===== src/rtl/accumulator_control_unit.sv =====
// Fetch/decode/execute sequencer for the 16-bit accumulator machine.
// Owns PC, IR and ACC; drives main memory and the external ALU.
module accumulator_control_unit #(
    parameter int ADDR_WIDTH = 12,
    parameter int RESET_PC   = 0
) (
    input  logic                  clk,
    input  logic                  reset,
    output logic [15:0]           mem_addr,
    output logic [15:0]           mem_wdata,
    output logic                  mem_we,
    input  logic [15:0]           mem_rdata,
    output logic [3:0]            alu_op,
    output logic [15:0]           alu_a,
    output logic [15:0]           alu_b,
    input  logic [15:0]           alu_result,
    output logic [15:0]           acc,
    output logic [ADDR_WIDTH-1:0] pc,
    output logic [15:0]           ir,
    output logic                  halted
);

    localparam logic [ADDR_WIDTH-1:0] PC_RST = ADDR_WIDTH'(RESET_PC);

    localparam logic [3:0] OP_LOAD  = 4'h1;
    localparam logic [3:0] OP_STORE = 4'h2;
    localparam logic [3:0] OP_ADD   = 4'h3;
    localparam logic [3:0] OP_SUB   = 4'h4;
    localparam logic [3:0] OP_AND   = 4'h5;
    localparam logic [3:0] OP_OR    = 4'h6;
    localparam logic [3:0] OP_XOR   = 4'h7;
    localparam logic [3:0] OP_JUMP  = 4'h8;
    localparam logic [3:0] OP_JZ    = 4'h9;
    localparam logic [3:0] OP_SHL   = 4'hA;
    localparam logic [3:0] OP_SHR   = 4'hB;
    localparam logic [3:0] OP_LOADI = 4'hC;
    localparam logic [3:0] OP_HALT  = 4'hF;

    typedef enum logic [2:0] {
        S_FETCH,
        S_LATCH,
        S_DECODE,
        S_MEM,
        S_WB,
        S_HALT
    } state_t;

    state_t state;

    logic [3:0]            opc;
    logic [ADDR_WIDTH-1:0] target;

    assign opc    = ir[15:12];
    assign target = ir[ADDR_WIDTH-1:0];

    // Operand address only in MEM; every other state points at pc.
    assign mem_addr  = (state == S_MEM) ? {4'h0, ir[11:0]} : 16'(pc);
    assign mem_wdata = acc;
    assign alu_a     = acc;
    assign alu_b     = mem_rdata;

    always_comb begin
        alu_op = 4'b0000;
        unique case (opc)
            OP_SUB:  alu_op = 4'b0001;
            OP_SHL:  alu_op = 4'b0100;
            OP_SHR:  alu_op = 4'b0101;
            OP_AND:  alu_op = 4'b1000;
            OP_OR:   alu_op = 4'b1001;
            OP_XOR:  alu_op = 4'b1010;
            default: alu_op = 4'b0000;
        endcase
    end

    always_ff @(posedge clk or posedge reset) begin
        if (reset) begin
            state  <= S_FETCH;
            acc    <= 16'h0000;
            ir     <= 16'h0000;
            pc     <= PC_RST;
            mem_we <= 1'b0;
            halted <= 1'b0;
        end else begin
            mem_we <= 1'b0;
            unique case (state)
                S_FETCH: state <= S_LATCH;
                S_LATCH: begin
                    ir    <= mem_rdata;
                    pc    <= pc + 1'b1;
                    state <= S_DECODE;
                end
                S_DECODE: begin
                    state <= S_FETCH;
                    unique case (opc)
                        OP_JUMP: pc <= target;
                        OP_JZ: begin
                            if (acc == 16'h0000) pc <= target;
                        end
                        OP_SHL, OP_SHR: acc <= alu_result;
                        OP_LOADI: acc <= {4'h0, ir[11:0]};
                        OP_HALT: begin
                            state  <= S_HALT;
                            halted <= 1'b1;
                        end
                        OP_STORE: begin
                            state  <= S_MEM;
                            mem_we <= 1'b1;
                        end
                        OP_LOAD, OP_ADD, OP_SUB,
                        OP_AND, OP_OR, OP_XOR: state <= S_MEM;
                        default: state <= S_FETCH;
                    endcase
                end
                S_MEM: state <= (opc == OP_STORE) ? S_FETCH : S_WB;
                S_WB: begin
                    acc   <= (opc == OP_LOAD) ? mem_rdata : alu_result;
                    state <= S_FETCH;
                end
                S_HALT: state <= S_HALT;
                default: state <= S_FETCH;
            endcase
        end
    end

endmodule


===== config.mk =====
export PLATFORM = sky130hd
export DESIGN_NAME = accumulator_control_unit
export DESIGN_NICKNAME = d
export VERILOG_FILES = /design/src/rtl/accumulator_control_unit.sv
export SDC_FILE = /design/constraint.sdc
export NUM_CORES = 1
export LEC_CHECK = 0
export ABC_AREA = 1
export CORE_MARGIN = 4
export CORE_UTILIZATION = 47
export CTS_CLUSTER_SIZE = 8
export DETAILED_ROUTE_END_ITERATION = 8
export GPL_TIMING_DRIVEN = 0
export HOLD_SLACK_MARGIN = 0.12
export PLACE_DENSITY_LB_ADDON = 0.12
export SYNTH_ARGS = -nofsm -noshare
export SYNTH_HDL_FRONTEND = slang
export SYNTH_SLANG_ARGS = --single-unit
export TNS_END_PERCENT = 50

===== constraint.sdc =====
create_clock -name clk -period 2.45 [get_ports clk]
set_input_delay 0.49 -clock clk [delete_from_list [all_inputs] [get_ports clk]]
set_output_delay 0.49 -clock clk [all_outputs]
set_load 0.1 [all_outputs]

==> metrics.csv <==
stage,metric,value,unit
place,dpl cells,752,
routing,Antenna Violating Nets Remaining,0,
routing,Post-Route WL,11380,microns
clocking,Inserted Clock Buffers,5,
timing,unrepaired setup endpoints after global routing,yes,
timing,Final min period,2435,ps
timing,Max-Slew Margin vs Limit,32.06,%
place,placed instance area,0.005144,sq mm
routing,average wire length per cell after detail routing,14.98,microns
synthesis,mean cell area of the mapped netlist,6.777,sq um
critical_path,WS Path Type,primary input to output port,
floorplan,Cell Rows,30,
critical_path,kind of cell adding the most delay to the critical path,buffers and inverters,
critical_path,kind of launch point of the worst setup path,primary input,
grt,vias in the first global route,3904,
routing,starting DRC count in detailed routing,275,
timing,Final Slew Violations,0,
grt,largest net degree at the start of global routing,42,
floorplan,Die Y,93.67,microns
place,count of input and output buffers,143,
floorplan,core outline area,0.006944,sq mm
synthesis,cell type with the highest aggregate area in the netlist,sky130_fd_sc_hd__dfrtp_1,
critical_path,arrival time of the worst setup path,1940,ps
cells_and_area,count of fill cells added during filler insertion,570,
cells_and_area,antenna fix cells,0,
grt,global-route wire length before repair,18460,microns
clocking,clock latency at the later pin of the worst-skew pair,310,ps
synthesis,sequential fraction of the synthesis area,35.55,%
critical_path,required time at the endpoint of the critical path,1960,ps
floorplan,total die area,0.008774,sq mm
critical_path,maximum fanout encountered on the critical timing path,3,
grt,total routing usage reported by global routing,26.21,%
synthesis,Cells after Synth,509,
grt,initial antenna violation count,0,
cells_and_area,most frequent cells in the layout,"sky130_fd_sc_hd__nand2_1 (177), sky130_fd_sc_hd__buf_4 (93), sky130_fd_sc_hd__clkdlybuf4s50_1 (59)",
timing,Final Worst Setup Slack,15.47,ps
critical_path,sort of element at the end of the critical path,output port,
critical_path,highest cell delay on the worst timing path,810,ps
critical_path,buffer and inverter count on the worst path,3,
cells_and_area,"most common cell after layout, fill and taps aside",sky130_fd_sc_hd__nand2_1,
timing,Final setup viols,0,
clocking,count of H-tree levels built during CTS,2,
timing,aggregate negative setup slack,0,ps
critical_path,internal reg-to-reg setup slack,810,ps
place,pre-CTS setup slack,-972.1,ps
timing,post-route fraction of the period consumed by the critical path,99.37,%
run_status,outcome,"finished, final reports clean",
floorplan,die span in x,93.67,microns
clocking,post-CTS setup buffers,0,
synthesis,top-area cell type share of the netlist area,35.55,%
cells_and_area,"Cell Count, Final, Fillers Out",760,
routing,via count,3888,
cells_and_area,finished layout cell area,0.005189,sq mm
floorplan,Top-Level Pins,148,
critical_path,critical path's slowest cell,sky130_fd_sc_hd__clkdlybuf4s15_1,
place,detailed placement HPWL,8848,microns
critical_path,series of cell instances along the critical path,clkdlybuf4s50_1 > buf_4 > clkdlybuf4s15_1,
critical_path,Reg2Reg Launch Point,ir[15],
synthesis,summed instance area of the synthesized netlist,0.003450,sq mm
cells_and_area,P&R area growth vs syn,50.42,%
timing,Fmax achieved,410.8,MHz
place,placer congestion estimate,0.8908,
floorplan,initial standard-cell utilization of the core,49.68,%
grt,GRT Residual Overflow,0,
timing,Final Skew,8.553,ps
hold_path,type of the tightest min-delay check,primary input to asynchronous set/reset pin,
timing,Final Hold Viols,0,
synthesis,cells taking the most area after synthesis,"sky130_fd_sc_hd__dfrtp_1 (36%), sky130_fd_sc_hd__nand2_1 (19%), sky130_fd_sc_hd__buf_4 (12%)",
critical_path,R2R Path End,acc[9],
clocking,clock tree root buffer cell,sky130_fd_sc_hd__clkbuf_8,
cells_and_area,final layout net count,698,
cells_and_area,share of post-route cells with drive strength above 1,25.30,%
timing,Worst Max-Slew Pin Slew,1016,ps
routing,Vias per Instance,5.116,
clocking,clk slew on worst S/H paths,90,ps
critical_path,Worst Reg-to-Reg Cells,7,
clocking,clock tree from TritonCTS,done,
synthesis,synth warn,0,
synthesis,total of flip-flops plus latches after synthesis,49,
routing,DRC,0,
routing,DRT Pass-1 Iters,5,
flow_run,max-cap violations,0,
synthesis,post-synth cell types,31,
clocking,clock sink count,49,
clocking,clock buffer depth,2,
-- cell type report --
type	instances	area (sq um)	area share (%)
Sequential cell	49	1226	23.63
Clock inverter	1	30.03	0.5787
Tap cell	96	120.1	2.315
Multi-Input combinational cell	343	1640	31.61
Inverter	49	188.9	3.641
Clock buffer	7	86.33	1.664
Buffer	71	523.0	10.08
Timing Repair Buffer	144	1374	26.48
-- sequential cells by signal, indices dropped and copies added (netlist names) --
name    flops
acc        16
ir         16
pc         12
state       3
halted      1
mem_we      1
-- worst reg2reg max path, stage by stage, from the launching register on --
cell and delay, ps:
sky130_fd_sc_hd__dfrtp_1 470, sky130_fd_sc_hd__nor2_1 200, sky130_fd_sc_hd__nand3_2 160, sky130_fd_sc_hd__clkbuf_1 260, sky130_fd_sc_hd__o21ai_0 250, sky130_fd_sc_hd__nand2_1 90, sky130_fd_sc_hd__nand2_1 70, sky130_fd_sc_hd__nand2_1 40
-- cell families after synthesis --
| kind of cell | Yosys count | share of synthesized area (%) |
|---|---|---|
| flip-flops | 49 | 35.55 |
| other | 1 | 0.1087 |
| AO/OA/AOI/OAI | 99 | 15.13 |
| adder cells (fa/ha/maj) | 1 | 0.3627 |
| AND/OR/NAND/NOR | 239 | 28.40 |
| buffers and inverters | 120 | 20.46 |
-- synthesized netlist by cell type, drive strengths merged --
| library cell | count |
|---|---|
| a21o | 1 |
| a21oi | 29 |
| a31oi | 2 |
| buf | 65 |
| clkbuf | 6 |
| conb | 1 |
| dfrtp | 49 |
| ha | 1 |
| inv | 49 |
| nand2 | 180 |
| nand3 | 26 |
| nand4 | 2 |
| nor2 | 27 |
| nor3 | 2 |
| o21ai | 64 |
| o21bai | 1 |
| o22ai | 1 |
| o31ai | 1 |
| or2 | 2 |
-- per-stage QoR --
| step | utilization (%) | hold slack [ps] |
|---|---|---|
| finish | 74.72 | 408.3 |
| global placement | 73.78 | 453.8 |
| global route | 74.72 | 413.9 |
| floorplan | - | 560.3 |
| CTS | 74.05 | 413.6 |
| detailed placement | 74.07 | 456.9 |
-- timing repair --
action,CTS,global route
hold buffers,0,0
resized for setup,149,34
endpoints found under the setup margin,70,33
-- layer usage --
layer  vias to the layer above  global-route usage [%]  routed length [microns]
li1                       1867                       -                        -
met1                      1742                   31.89                     4390
met2                       245                   44.55                     5524
met3                        34                   5.529                     1128
met4                         0                   11.67                      338
met5                         -                       0                        0
-- how the worst max path moves through the flow --
stage | from | to | cells after the start
2_1_floorplan | ir[14] | alu_op[0] | 2
3_3_place_gp | state[1] | mem_addr[10] | 6
3_5_place_dp | state[1] | mem_addr[10] | 6
4_1_cts | acc[1] | mem_wdata[1] | 2
5_1_grt | state[1] | mem_addr[10] | 6
6_report | mem_rdata[8] | alu_b[8] | 3
Power is left out: the tool's default activity adds up to more than one toggle a clock period on the data nets, which glitch-free logic cannot reach.
==> RTL edit, RTL diff (config.mk and constraints unchanged) <==
Encoding of `state_t`: now one-hot (6 bits for 6 states).
--- a/src/rtl/accumulator_control_unit.sv
+++ b/src/rtl/accumulator_control_unit.sv
@@ -38,9 +38,9 @@
 
-    typedef enum logic [2:0] {
-        S_FETCH,
-        S_LATCH,
-        S_DECODE,
-        S_MEM,
-        S_WB,
-        S_HALT
+    typedef enum logic [5:0] {
+        S_FETCH  = 6'b000001,
+        S_LATCH  = 6'b000010,
+        S_DECODE = 6'b000100,
+        S_MEM    = 6'b001000,
+        S_WB     = 6'b010000,
+        S_HALT   = 6'b100000
     } state_t;
Formal check against the unedited RTL: no difference found for any inputs over 10 cycles, from zero or initial values and one cycle with reset high; not proved beyond that.
==> RTL edit against the unedited design <==
The flow now finishes with violations (negative setup slack). Wire length grew 2.7%. Final area grew 5.2%. Synthesized area up 7.4%. Largest cell class unchanged. Fmax is 0.71% lower. Sequential cell count increased by 3. Count of clock-buffer cells in the layout down 1. Clock skew rose by 0.0048 ns. Setup slack worse by 0.017 ns.
Power is not shown: default switching activity piles up to over one toggle a cycle in this logic, so the estimate is an artifact.
==> RTL edit: results (changes against the unedited design) <==
metric,value,unit,change
port_buffers,143,,unchanged
drt_iter0_markers,197,,-28%
dp.cells,782,,+4.0%
cp.arrival,1.96,ns,+0.02 ns
avgSynthCellArea,6.95,um2,+2.6%
r2r-start,ir[14],,
tns,-0.00202,ns,-0.00202 ns
max_stage_delay,1.19,ns,+0.38 ns
synth-xor-area-share,0.709,%,+0.71 points
synthAdderAreaFrac,0.338,%,-0.025 points
n_antenna_cell,0,,unchanged
yosysWarnings,0,,unchanged
clock_latency,0.32,ns,
synth-seq-area-share,35.1,%,-0.40 points
cts_made_buffers,5,,unchanged
clockRootBuffer,clkbuf_8,,
setup_ws,-0.00202,ns,-0.0175 ns
routed_via_density,5.00,,-2.2%
violations,negative setup slack,,
worstMarginPinSlew,1.01,ns,-0.00881 ns
status,"complete, but fails checks",,
hp-class,reg -> reg,,
synthArstFlopShare,100,%,unchanged
antenna_found_initial,0,,unchanged
clk_pin_slew_worst_paths,0.10,ns,
grt_pass1_wl,19400,um,+5.3%
ys_types,34,,+9.7%
nets,723,,+3.6%
grt_pass1_vias,3913,,+0.23%
slowest_stage,clkdlybuf4s50_1,,
num_vias,3956,,+1.7%
synth_ff_type,dfrtp_1,,
fin_worst_skew,0.0133,ns,+0.00479 ns
biggestRegsByFlops,"acc x16, ir x16, pc x12",,
synth-compound-area-share,11.2,%,-3.9 points
muxShareOfSynthArea,0,%,unchanged
hpwl,9070,um,+2.5%
setup_viol,1,,+1
firstDrtPassIters,5,,unchanged
gp_congestion,0.880,,-1.2%
track_usage,24.7,%,-1.5 points
dp_slack,-1.07,ns,-0.101 ns
synth_area_leaders,"dfrtp_1, nand2_1, buf_4, o21ai_0, inv_1",,
synthTopCellsByCount,"nand2_1, buf_4, dfrtp_1",,
worstPathMaxFanout,5,,+2
cp-startpoint,ir[7],,
drive_above_1_share,25.5,%,+0.24 points
routedWlPerCell,14.8,um,-1.4%
clock_path_buffers,2,,unchanged
grt_max_degree,29,,-31%
hold_path.startpoint,halted,,
crit_family,buffers and inverters,,
htreeDepth,2,,unchanged
RTL edit: area by class of cell:
cell class	instances	area [um2]
tap	102	128
clock buffer	6	72.6
buffer	70	514
fill	675	2230
timing repair buffer	145	1400
sequential	52	1300
multi-input combinational	361	1820
clock inverter	2	12.5
inverter	53	209
RTL edit: stage by stage:
step | cell area, um2 | util, % | hold slack (ns)
2_1_floorplan | 3830 | - | 0.539
6_report | 5460 | 71.0 | 0.471
5_1_grt | 5460 | 71.0 | 0.507
3_3_place_gp | 5390 | 70.2 | 0.445
4_1_cts | 5420 | 70.5 | 0.475
3_5_place_dp | 5410 | 70.4 | 0.452
RTL edit: path summary, 6_finish.rpt:
path,to,slack [ns],cells after the start
max,ir[7],-0.002,1
min,halted,0.47,2
max reg2reg,pc[11],0.70,10
min reg2reg,halted,0.47,2
max in group asynchronous,state[0],1.25,3
min in group asynchronous,acc[13],0.55,2
RTL edit: logic make-up after synthesis:
family | count (synthesis)
xor gates and xnor gates | 3
and+or+nand+nor | 284
adders and majority gates | 1
other | 1
buffers and inverters | 123
DFF | 52
AOI/OAI and AO/OA | 69
RTL edit: worst reg2reg max path, delay by kind of cell (launching register included):
family        cells  cell delay, ns
buf+inv           3            0.28
simple gates      7            0.86
flops             1            0.53
RTL edit: metal layers:
metal	vias to the layer above	global-route usage (%)	share of wire [%]
li1	1932	-	-
met1	1817	30.9	40
met2	192	44.1	50
met3	15	5.12	8.7
met4	0	5.08	1.0
met5	-	0	0
RTL edit: timing repair:
item / CTS / global route
resized for setup: 162 / 27
endpoints found under the setup margin: 71 / 29
pin swaps: 1 / 0
buffers inserted: 1 / 0
